File: src/rtl/aes_pkg.sv
// Shared AES round types, FSM encoding and GF(2^8) helpers.
// Used by the MixColumns scheduler and its column unit.
package aes_pkg;

  typedef logic [127:0] state_t;
  typedef logic [31:0]  col_t;

  typedef enum logic [1:0] {
    IDLE,
    BUSY,
    DONE
  } fsm_t;

  localparam logic [7:0] GF_POLY = 8'h1B;

  function automatic logic [7:0] xtime(
    input logic [7:0] b
  );
    return {b[6:0], 1'b0} ^ (b[7] ? GF_POLY : 8'h00);
  endfunction

endpackage

File: src/rtl/mix_columns_scheduler_if.sv
// Input/output valid-ready bundle of the MixColumns scheduler.
// slave = scheduler side, master = producer/consumer side.
interface mix_columns_scheduler_if;
  import aes_pkg::*;

  logic   in_valid;
  logic   in_ready;
  state_t inState;
  logic   out_valid;
  logic   out_ready;
  state_t outState;

  modport master (
    output in_valid,
    output inState,
    output out_ready,
    input  in_ready,
    input  out_valid,
    input  outState
  );

  modport slave (
    input  in_valid,
    input  inState,
    input  out_ready,
    output in_ready,
    output out_valid,
    output outState
  );

endinterface

File: src/rtl/mix_single_column.sv
// Combinational 32-bit column mixer, forward or inverse MixColumns.
// Inverse coefficients are built from a chained xtime (x2, x4, x8).
module mix_single_column
  import aes_pkg::*;
(
  input  col_t i_col,
  input  logic i_inv,
  output col_t o_col
);

  logic [7:0] w_a  [4];
  logic [7:0] w_x2 [4];
  logic [7:0] w_x4 [4];
  logic [7:0] w_x8 [4];

  for (genvar r = 0; r < 4; r++) begin : g_row
    localparam int R1 = (r + 1) % 4;
    localparam int R2 = (r + 2) % 4;
    localparam int R3 = (r + 3) % 4;

    logic [7:0] w_fwd;
    logic [7:0] w_inv;

    assign w_a[r]  = i_col[8*r +: 8];
    assign w_x2[r] = xtime(w_a[r]);
    assign w_x4[r] = xtime(w_x2[r]);
    assign w_x8[r] = xtime(w_x4[r]);

    assign w_fwd = w_x2[r]
                 ^ w_x2[R1] ^ w_a[R1]
                 ^ w_a[R2]
                 ^ w_a[R3];

    // 0E, 0B, 0D, 09 applied to rows r, r+1, r+2, r+3
    assign w_inv = (w_x8[r] ^ w_x4[r] ^ w_x2[r])
                 ^ (w_x8[R1] ^ w_x2[R1] ^ w_a[R1])
                 ^ (w_x8[R2] ^ w_x4[R2] ^ w_a[R2])
                 ^ (w_x8[R3] ^ w_a[R3]);

    assign o_col[8*r +: 8] = i_inv ? w_inv : w_fwd;
  end

endmodule

File: src/rtl/mix_columns_scheduler.sv
// Time-shares COLS_PER_CYCLE column units over a 128-bit AES state.
// Define MIX_COLUMNS_INV_EN to add the inv port (InvMixColumns).
module mix_columns_scheduler
  import aes_pkg::*;
#(
  parameter int COLS_PER_CYCLE = 1
) (
  input  logic clk,
  input  logic rst,
`ifdef MIX_COLUMNS_INV_EN
  input  logic inv,
`endif
  mix_columns_scheduler_if.slave bus,
  output logic busy
);

  if (COLS_PER_CYCLE != 1 &&
      COLS_PER_CYCLE != 2 &&
      COLS_PER_CYCLE != 4) begin : g_bad_cfg
    $fatal(1, "COLS_PER_CYCLE must be 1, 2 or 4");
  end

  localparam logic [2:0] STEP = 3'(COLS_PER_CYCLE);

  fsm_t       r_state;
  fsm_t       w_state_nxt;
  logic [1:0] r_col_cnt;
  state_t     r_work;
  state_t     r_out;
  state_t     w_work_nxt;
  logic       w_in_ready;
  logic       w_accept;
  logic       w_last;
  logic [2:0] w_cnt_sum;
  logic       w_inv;

  col_t w_col_in  [COLS_PER_CYCLE];
  col_t w_col_out [COLS_PER_CYCLE];

`ifdef MIX_COLUMNS_INV_EN
  logic r_inv;

  always_ff @(posedge clk or posedge rst) begin
    if (rst)           r_inv <= 1'b0;
    else if (w_accept) r_inv <= inv;
  end

  assign w_inv = r_inv;
`else
  assign w_inv = 1'b0;
`endif

  assign w_cnt_sum = {1'b0, r_col_cnt} + STEP;
  assign w_last    = (w_cnt_sum == 3'd4);
  assign w_accept  = bus.in_valid && w_in_ready;

  for (genvar k = 0; k < COLS_PER_CYCLE; k++) begin : g_col
    assign w_col_in[k] =
      r_work[{r_col_cnt + 2'(k), 5'b0} +: 32];

    mix_single_column u_mix (
      .i_col (w_col_in[k]),
      .i_inv (w_inv),
      .o_col (w_col_out[k])
    );
  end

  always_comb begin
    w_work_nxt = r_work;
    for (int k = 0; k < COLS_PER_CYCLE; k++) begin
      w_work_nxt[{r_col_cnt + 2'(k), 5'b0} +: 32] =
        w_col_out[k];
    end
  end

  always_comb begin
    w_state_nxt = r_state;
    w_in_ready  = 1'b0;
    unique case (r_state)
      IDLE: begin
        w_in_ready = 1'b1;
        if (bus.in_valid) w_state_nxt = BUSY;
      end
      BUSY: begin
        if (w_last) w_state_nxt = DONE;
      end
      DONE: begin
        // a waiting input is taken on the handoff edge
        if (bus.out_ready) begin
          w_in_ready  = 1'b1;
          w_state_nxt = bus.in_valid ? BUSY : IDLE;
        end
      end
      default: w_state_nxt = IDLE;
    endcase
  end

  always_ff @(posedge clk or posedge rst) begin
    if (rst) begin
      r_state   <= IDLE;
      r_col_cnt <= 2'd0;
      r_work    <= '0;
      r_out     <= '0;
    end else begin
      r_state <= w_state_nxt;
      if (w_accept) begin
        r_work    <= bus.inState;
        r_col_cnt <= 2'd0;
      end else if (r_state == BUSY) begin
        r_work    <= w_work_nxt;
        r_col_cnt <= w_cnt_sum[1:0];
        if (w_last) r_out <= w_work_nxt;
      end
    end
  end

  assign bus.in_ready  = w_in_ready;
  assign bus.out_valid = (r_state == DONE);
  assign bus.outState  = r_out;
  assign busy          = (r_state == BUSY);

endmodule

File: src/flat_wrapper.sv
// flat-port wrapper written by rule: the top's interface ports become plain ports
module mix_columns_scheduler_flat import aes_pkg::*;
#(
  parameter int COLS_PER_CYCLE = 1
)
  (clk, rst, busy, bus_in_valid, bus_inState, bus_out_ready, bus_in_ready, bus_out_valid, bus_outState);
  mix_columns_scheduler_if bus_i ();
  input  logic clk;
  input  logic rst;
  output logic busy;
  input wire logic [$bits(bus_i.in_valid)-1:0] bus_in_valid;
  input wire logic [$bits(bus_i.inState)-1:0] bus_inState;
  input wire logic [$bits(bus_i.out_ready)-1:0] bus_out_ready;
  output wire logic [$bits(bus_i.in_ready)-1:0] bus_in_ready;
  output wire logic [$bits(bus_i.out_valid)-1:0] bus_out_valid;
  output wire logic [$bits(bus_i.outState)-1:0] bus_outState;
  assign bus_i.in_valid = bus_in_valid;
  assign bus_i.inState = bus_inState;
  assign bus_i.out_ready = bus_out_ready;
  assign bus_in_ready = bus_i.in_ready;
  assign bus_out_valid = bus_i.out_valid;
  assign bus_outState = bus_i.outState;
  mix_columns_scheduler #(.COLS_PER_CYCLE(COLS_PER_CYCLE)) u_core (.clk(clk), .rst(rst), .bus(bus_i), .busy(busy));
endmodule
File: config.mk
export PLATFORM = sky130hd
export DESIGN_NAME = mix_columns_scheduler_flat
export DESIGN_NICKNAME = d
export VERILOG_FILES = /design/src/rtl/aes_pkg.sv /design/src/rtl/mix_columns_scheduler_if.sv /design/src/rtl/mix_single_column.sv /design/src/rtl/mix_columns_scheduler.sv /design/src/flat_wrapper.sv
export SDC_FILE = /design/constraint.sdc
export NUM_CORES = 1
export LEC_CHECK = 0
export ABC_AREA = 0
export BUFFER_PORTS_ARGS = -buffer_cell sky130_fd_sc_hd__buf_4
export CORE_ASPECT_RATIO = 0.6
export CORE_MARGIN = 2
export CORE_UTILIZATION = 23
export DETAILED_ROUTE_END_ITERATION = 10
export HOLD_SLACK_MARGIN = 0.06
export SLEW_MARGIN = 20
export SYNTH_ARGS = -nofsm -noshare
export SYNTH_HDL_FRONTEND = slang
export SYNTH_SLANG_ARGS = --single-unit
File: constraint.sdc
create_clock -name clk -period 18.4 [get_ports clk]
set_input_delay 1.84 -clock clk [delete_from_list [all_inputs] [get_ports clk]]
set_output_delay 1.84 -clock clk [all_outputs]
set_load 0.01 [all_outputs]
==> results of run 1 <==
==> stage by stage <==
stage                     setup WS (ns)  hold slack (ns)  std cells  area, um^2  utilization (%)
after global routing              13.92           0.5461       2137       16530            30.29
after floorplan                   9.405           0.4899       1155       12800                -
after global placement            13.98           0.5114       2085       15500            28.41
after detailed placement          13.98           0.5139       2085       15500            28.41
after CTS                         13.97           0.5316       2136       16520            30.27
final                             13.97           0.5313       2138       16540            30.29
==> final cells by class <==
| type | count | area (um^2) | share of cell area [%] |
|---|---|---|---|
| inverter | 10 | 45.04 | 0.2724 |
| sequential | 260 | 6509 | 39.36 |
| clock inverter | 18 | 266.5 | 1.612 |
| antenna | 2 | 5.005 | 0.03027 |
| multi-input combinational | 784 | 5901 | 35.68 |
| clock buffer | 33 | 749.5 | 4.532 |
| timing repair buffer | 283 | 2125 | 12.85 |
| tap | 748 | 935.9 | 5.660 |
==> sequential cells by signal, summed over array words and instances (netlist names) <==
name,cells
u_core.bus.outState,128
u_core.r_col_cnt,2
u_core.r_state,2
u_core.r_work,128
==> worst max-delay path, delay by kind of cell <==
family,cells,cell delay [ns]
buf+inv,2,0.25
simple gates,2,0.50
==> metal layers <==
layer / up-vias / global-route usage, % / wire [um]
met5: - / 0 / 0
met4: 0 / 2.908 / 717
met3: 50 / 3.737 / 4698
met1: 5688 / 26.89 / 24270
li1: 4789 / - / -
met2: 633 / 27.31 / 23740
==> cells in the final DEF (no fill, tap or decap), types with 2 or more instances in the layout <==
master        n
nor2_1      128
buf_4       283
xnor3_2       4
nand2_1       8
o22ai_1     128
bufinv_16     6
clkinv_2      6
diode_2       2
a22oi_1     128
inv_1         9
o21ai_0     108
xor2_1        5
clkbuf_8      3
xnor2_2      11
xnor2_1      13
clkbuf_1      2
nor3_1        2
dfrtp_2       2
xnor3_1      27
mux4_2       32
nand2_2       4
clkinvlp_4    3
nand2b_1      2
dfrtp_1     258
a32oi_2       4
ha_1          6
clkbuf_16    28
o21ai_1      23
a21oi_1     128
xor2_2        3
xor3_1       10
nand3_1       2
==> kinds of logic after synthesis <==
group | share of synthesized area, %
simple gates | 4.654
buf+inv | 3.549
fa+ha+maj | 0.5866
compound gates | 24.23
flops | 50.84
xor+xnor | 10.52
mux | 5.631
==> worst max path at each step <==
stage                                          startpoint                             endpoint  slack [ns]  depth (start not counted)
after global placement                      bus_out_ready                         bus_in_ready       13.98                          4
after detailed placement                    bus_out_ready                         bus_in_ready       13.98                          4
after CTS                                   bus_out_ready                         bus_in_ready       13.97                          4
final                                       bus_out_ready                         bus_in_ready       13.97                          4
after floorplan                                       rst   u_core.bus.outState[0]$_DFFE_PP0P_        9.40                          1
after global routing      u_core.r_col_cnt[0]$_DFFE_PP0P_  u_core.bus.outState[60]$_DFFE_PP0P_       13.92                          6
==> impl_metrics.ini, run 1 <==
[logic_synthesis]
yosysUniqueCellTypes = 32
synth_seq_cells = 260
synth_cells = 1155
synth_area_per_cell_um2 = 11.08
synth-edff-count = 0
synthArstFlopShare_pct = 100.0
synth_top_cell_area_share_pct = 50.84
ys_warn_count = 0
synth.top_cells.by_count = dfrtp_1 (260), a21oi_1 (128), a22oi_1 (128), nor2_1 (128), o22ai_1 (128)
yosysMostFrequentCell = dfrtp_1
synth_nets = 1293
ys_seq_area_share_pct = 50.84
yosys-top-cells-area = dfrtp_1 (51%), a22oi_1 (7.5%), o22ai_1 (6.3%)
syn_area_mm2 = 0.01280
synth_flop_cell = dfrtp_1
synth_largest_area_cell = dfrtp_1

[sta]
max_clock_freq_ghz = 0.2259
finalSetupViolations = 0
slew_viol_final = 0
slew_headroom_pct = 29.62
finalClockSkew_ns = 0.03887
rsz0062_at_grt = false
fin_crit_sh_pct = 24.06
hold_violations = 0
worst_slew_pin_slew_ns = 1.053
fin_crit_ns = 4.427
tns_ns = 0

[detailed_routing]
drc = 0
drt-wirelength-per-cell_um = 24.99
drt_iter0_markers = 1155
viasPerCell = 5.220
antenna_left = 0
routed-via-count = 11160
drt-pass1-iter-count = 5
wirelength_mm = 53.43

[setup_path]
worstPathArrival_ns = 2.59
crit_slowest_cell = nand2b_1
r2r_setup_slack_ns = 14.24
crit_top_cell = buf_4
path_max_fanout = 7
r2r_start = u_core.r_col_cnt[0]$_DFFE_PP0P_
reg2reg_depth = 6
start_kind = input pin
required_ns = 16.56
worstSetupPathType = input pin to output pin
end_kind = output pin
critPathMaxStageDelay_ns = 0.27
reg2reg_to = u_core.bus.outState[60]$_DFFE_PP0P_
crit_path_cell_trace = buf_4 > nand2b_1 > and2_1 > buf_4

[cts]
clock_tree.buffer_depth = 3
clockRootBuffer = clkbuf_16
cts_tree = built
htree_levels = 1
worstSkewPairLatency_ns = 0.59
cts.sinks = 260
hold_buffers = 0
cts_resized = 0
cts_buffers = 28
postCtsSetupRepairBufs = 0
cts.clk_slew.worst_paths_ns = 0.06

[grt]
grt_pass1_vias = 11250
grt_usage_pct = 18.08
grt_pass1_wl_mm = 77.55
gr-total-overflow = 0
antenna_found_initial = 1
grt_max_degree = 70

[floorplan]
die_area_mm2 = 0.05761
die_x_um = 308.5
pin_count = 263
num_rows = 66
fp.dieH_um = 186.7
start_util_pct = 23.45
core_region_area_mm2 = 0.05458

[place]
dpl.hpwl_mm = 36.83
port_buffers = 262
gp_congestion = 0.8176

[min_path]
worstHoldStart = u_core.r_work[73]$_DFFE_PP0P_
min_to = u_core.r_work[73]$_DFFE_PP0P_
hold_path.class = register to register
hold_depth = 2

[job]
max-cap-violations = 0

[outcome]
status = completed

[finish]
n_fill_cell = 5566
drive_above_1_share_pct = 28.60
fin_nets = 1505
area_growth_pct = 29.20
Power of run 1 is left out: the tool's default activity adds up to more than one toggle a clock period on the data nets, which glitch-free logic cannot reach.
==> run 2, diff against run 1 <==
Clock period 18.4 ns to 4.33 ns, I/O delays scaled along.
==> run 2 against run 1 <==
Wire length up 4.3%. First-iteration DRC count grew 17%. Critical path depth grew 1. Critical endpoint is now u_core.r_work[90]$_DFFE_PP0P_. Worst hold slack worse by 0.42 ns. Non-clock buffer count increased by 8.
==> impl_metrics.ini, run 2 (synthesized netlist as in run 1, its figures left out) <==
[place]
dpl.hpwl_mm = 38.84
gp_congestion = 0.8440
port_buffers = 262

[sta]
slew_headroom_pct = 24.38
slew_viol_final = 0
fin_crit_sh_pct = 80.56
rsz0062_at_grt = false
fin_crit_ns = 3.488
max_clock_freq_ghz = 0.2867
worst_slew_pin_slew_ns = 1.134
finalClockSkew_ns = 0.02011
tns_ns = 0
hold_violations = 0
finalSetupViolations = 0

[finish]
final_cell_mix = buf_4 (282), dfrtp_1 (258)
drive_above_1_share_pct = 27.81
n_fill_cell = 5576
final_common_cell = buf_4
area_growth_pct = 28.60
multi_input_area_mm2 = 0.005888
fin_nets = 1512
ff_latch_area_mm2 = 0.006509
post-route-util_pct = 30.15

[setup_path]
crit_slowest_cell = dfrtp_2
r2r_setup_slack_ns = 0.84
required_ns = 4.72
worstPathArrival_ns = 3.88
path_max_fanout = 22
start_kind = register
end_kind = register
critPathMaxStageDelay_ns = 0.86
worstSetupPathType = register to register
crit_path_cell_trace = buf_12 > mux4_2 > xnor3_1 > xnor2_1 > o21ai_0

[detailed_routing]
wirelength_mm = 55.73
drt-pass1-iter-count = 5
viasPerCell = 5.275
routed-via-count = 11300
antenna_left = 0
drt_iter0_markers = 1348
drc = 0
drt-wirelength-per-cell_um = 26.02

[cts]
htree_levels = 1
worstSkewPairLatency_ns = 0.56
cts_buffers = 27
cts_resized = 0
postCtsSetupRepairBufs = 0
cts.clk_slew.worst_paths_ns = 0.07
clockRootBuffer = clkbuf_16
cts_tree = built
clock_tree.buffer_depth = 3
cts.sinks = 260

[grt]
gr-total-overflow = 0
grt_pass1_vias = 11170
antenna_found_initial = 11
grt_max_degree = 127
grt_pass1_wl_mm = 80.03
grt_usage_pct = 18.79

[floorplan]
pin_count = 263
num_rows = 66
die_area_mm2 = 0.05761
die_x_um = 308.5
core_region_area_mm2 = 0.05458
start_util_pct = 23.45
fp.dieH_um = 186.7

[job]
max-cap-violations = 0

[min_path]
hold_path.class = input pin to register

[outcome]
status = completed
[run 2: area by class of cell]
cell class | instances | area share, %
clock inverter | 3 | 0.1064
timing repair buffer | 291 | 13.84
multi-input combinational | 784 | 35.78
clock buffer | 40 | 4.706
inverter | 10 | 0.2509
antenna | 6 | 0.09123
sequential | 260 | 39.55
tap | 748 | 5.686
[run 2: final timing paths]
check	cells after the start	endpoint	start
max in group asynchronous	4	u_core.r_col_cnt[1]$_DFFE_PP0P_	rst
hold reg to reg	2	u_core.r_work[65]$_DFFE_PP0P_	u_core.r_work[65]$_DFFE_PP0P_
min in group asynchronous	3	u_core.r_work[79]$_DFFE_PP0P_	rst
hold / removal	3	u_core.r_work[26]$_DFFE_PP0P_	bus_inState[26]
setup reg to reg	5	u_core.r_work[90]$_DFFE_PP0P_	u_core.r_col_cnt[0]$_DFFE_PP0P_
setup / recovery	5	u_core.r_work[90]$_DFFE_PP0P_	u_core.r_col_cnt[0]$_DFFE_PP0P_
[run 2: critical path: cells and delay by family, from the launching register on]
kind | cells | cell delay (ns)
flip-flops | 1 | 0.86
AO/OA/AOI/OAI | 1 | 0.24
XOR/XNOR | 2 | 1.24
multiplexers | 1 | 0.63
buffers and inverters | 1 | 0.28
[run 2: layer usage]
layer | vias up | track usage (%) | routed length, um
li1 | 4804 | - | -
met1 | 5731 | 26.26 | 23660
met2 | 666 | 27.45 | 23980
met3 | 89 | 7.019 | 6703
met4 | 10 | 4.278 | 1326
met5 | - | 0 | 64
[run 2: through the flow]
step / instances / hold WS (ns) / cell area (um^2) / setup slack (ns)
4_1_cts: 2136 / 0.09834 / 16440 / 0.8919
3_3_place_gp: 2091 / 0.5145 / 15630 / 0.9331
3_5_place_dp: 2091 / 0.5179 / 15630 / 0.9189
5_1_grt: 2136 / 0.1172 / 16440 / 0.6914
2_1_floorplan: 1155 / 0.4899 / 12800 / 0.4694
6_report: 2142 / 0.1142 / 16460 / 0.8417
[run 2: repair_timing]
action                                 in CTS  in global routing
hold buffers                                2                  0
endpoints found under the hold margin      22                  0
setup endpoints to repair                   0                  0
Power of run 2 is left out for the same reason.
==> run 3, diff against run 2 <==
Clock period 4.33 ns to 3.2 ns, I/O delays scaled along.
==> run 3 against run 2 <==
Flip-flop and latch count stayed put. Sequential share of layout area is 3.4 points lower. Setup slack worse by 0.48 ns. First-iteration DRC count is 9.1% higher. Worst hold slack worse by 0.035 ns. Critical endpoint is now u_core.r_work[57]$_DFFE_PP0P_. Cell area is 9.3% higher. Via count is 6.5% higher. Fmax is 23% higher. Register-to-register slack worse by 0.48 ns. Global-route usage is 0.70 points higher.
==> impl_metrics.ini, run 3 (synthesized netlist as in run 1, its figures left out) <==
[outcome]
status = completed

[floorplan]
die_area_mm2 = 0.05761
fp.dieH_um = 186.7
start_util_pct = 23.45
pin_count = 263
core_region_area_mm2 = 0.05458
die_x_um = 308.5
num_rows = 66

[finish]
n_antenna_cell = 0
drive_above_1_share_pct = 26.85
area_growth_pct = 40.59
fin_nets = 1659
final_cell_mix = buf_4 (301), dfrtp_1 (258)
final_common_cell = buf_4

[setup_path]
worstPathArrival_ns = 3.29
reg2reg_depth = 5
reg2reg_to = u_core.r_work[57]$_DFFE_PP0P_
path_max_fanout = 14
required_ns = 3.65
worstSetupPathType = register to register
r2r_start = u_core.r_col_cnt[0]$_DFFE_PP0P_
end_kind = register
start_kind = register
r2r_setup_slack_ns = 0.36

[sta]
hold-worst-slack_ns = 0.07901
finalClockSkew_ns = 0.03351
fin_crit_sh_pct = 88.83
worst_slew_pin_slew_ns = 0.7021
slew_viol_final = 0
max_clock_freq_ghz = 0.3518
rsz0062_at_grt = false
fin_crit_ns = 2.842
hold_violations = 0
slew_headroom_pct = 52.86
finalSetupViolations = 0

[grt]
grt_pass1_wl_mm = 83.17
grt_max_degree = 112
grt_usage_pct = 19.49
antenna_found_initial = 0
grt_pass1_vias = 11790
gr-total-overflow = 0

[detailed_routing]
drt-pass1-iter-count = 5
antenna_left = 0
drt_iter0_markers = 1470
drt-wirelength-per-cell_um = 25.23
routed-via-count = 12040
viasPerCell = 5.256
drc = 0
wirelength_mm = 57.78

[cts]
cts_buffers = 27
cts_tree = built
htree_levels = 1
cts.sinks = 260
clock_tree.buffer_depth = 3
postCtsSetupRepairBufs = 0
clockRootBuffer = clkbuf_16
cts.clk_slew.worst_paths_ns = 0.07
worstSkewPairLatency_ns = 0.57

[place]
gp_congestion = 0.9020
port_buffers = 262
dpl.hpwl_mm = 41.06

[job]
max-cap-violations = 0

[min_path]
min_to = u_core.r_work[92]$_DFFE_PP0P_
hold_depth = 3
hold_path.class = input pin to register
worstHoldStart = bus_inState[92]
run 3: cell types whose count changed in the layout (fill, tap and decap cells not counted), sizes merged:
cell,before,now
dlygate4sd3,2,128
buf,289,310
diode,6,0
bufinv,0,2
clkinv,2,4
clkbuf,40,41
clkinvlp,2,3
inv,9,10
run 3: routing by layer:
metal  up-vias  wire length [um]  GRT usage (%)
met5         -                 0              0
met4         0              1031          3.621
met3        67              6235          5.270
met2       723             25680          29.34
met1      6154             24830          28.11
li1       5092                 -              -
run 3: worst max-delay path by stage:
stage                                               start                                    to  cells past startpoint
after floorplan                                       rst    u_core.bus.outState[0]$_DFFE_PP0P_                      1
after global placement    u_core.r_col_cnt[0]$_DFFE_PP0P_  u_core.bus.outState[100]$_DFFE_PP0P_                      5
after detailed placement  u_core.r_col_cnt[0]$_DFFE_PP0P_          u_core.r_work[4]$_DFFE_PP0P_                      5
after CTS                 u_core.r_col_cnt[0]$_DFFE_PP0P_   u_core.bus.outState[25]$_DFFE_PP0P_                      5
after global routing      u_core.r_col_cnt[0]$_DFFE_PP0P_         u_core.r_work[25]$_DFFE_PP0P_                      5
final                     u_core.r_col_cnt[0]$_DFFE_PP0P_         u_core.r_work[57]$_DFFE_PP0P_                      5
run 3: area by class of cell:
cell class / instances / area [um^2]
Tap cell: 748 / 935.9
Clock inverter: 9 / 103.9
Multi-Input combinational cell: 784 / 5883
Sequential cell: 260 / 6509
Timing Repair Buffer: 438 / 3712
Clock buffer: 41 / 808.3
Inverter: 10 / 41.29
Fill cell: 5520 / 36590
run 3: metrics by stage:
stage                     cells  utilization [%]  setup slack, ns  instance area, um^2  setup TNS [ns]
final                      2290            32.96           0.3575                17990               0
after global routing       2290            32.96           0.2033                17990               0
after CTS                  2289            32.94           0.3589                17980               0
after detailed placement   2111            28.93           0.4053                15790               0
after global placement     2111            28.93           0.4489                15790               0
after floorplan            1155                -          -0.5476                12800         -142.37
run 3: critical path, cell delays in order (launching register included):
cell and delay (ns):
dfrtp_2 0.52, buf_12 0.21, mux4_2 0.62, xor2_1 0.41, xnor3_1 0.67, o21ai_0 0.27
run 3: repair_timing:
item,CTS,global route
hold endpoints to repair,137,0
gates resized for setup,0,0
hold buffers,128,0
Power of run 3 is left out for the same reason.
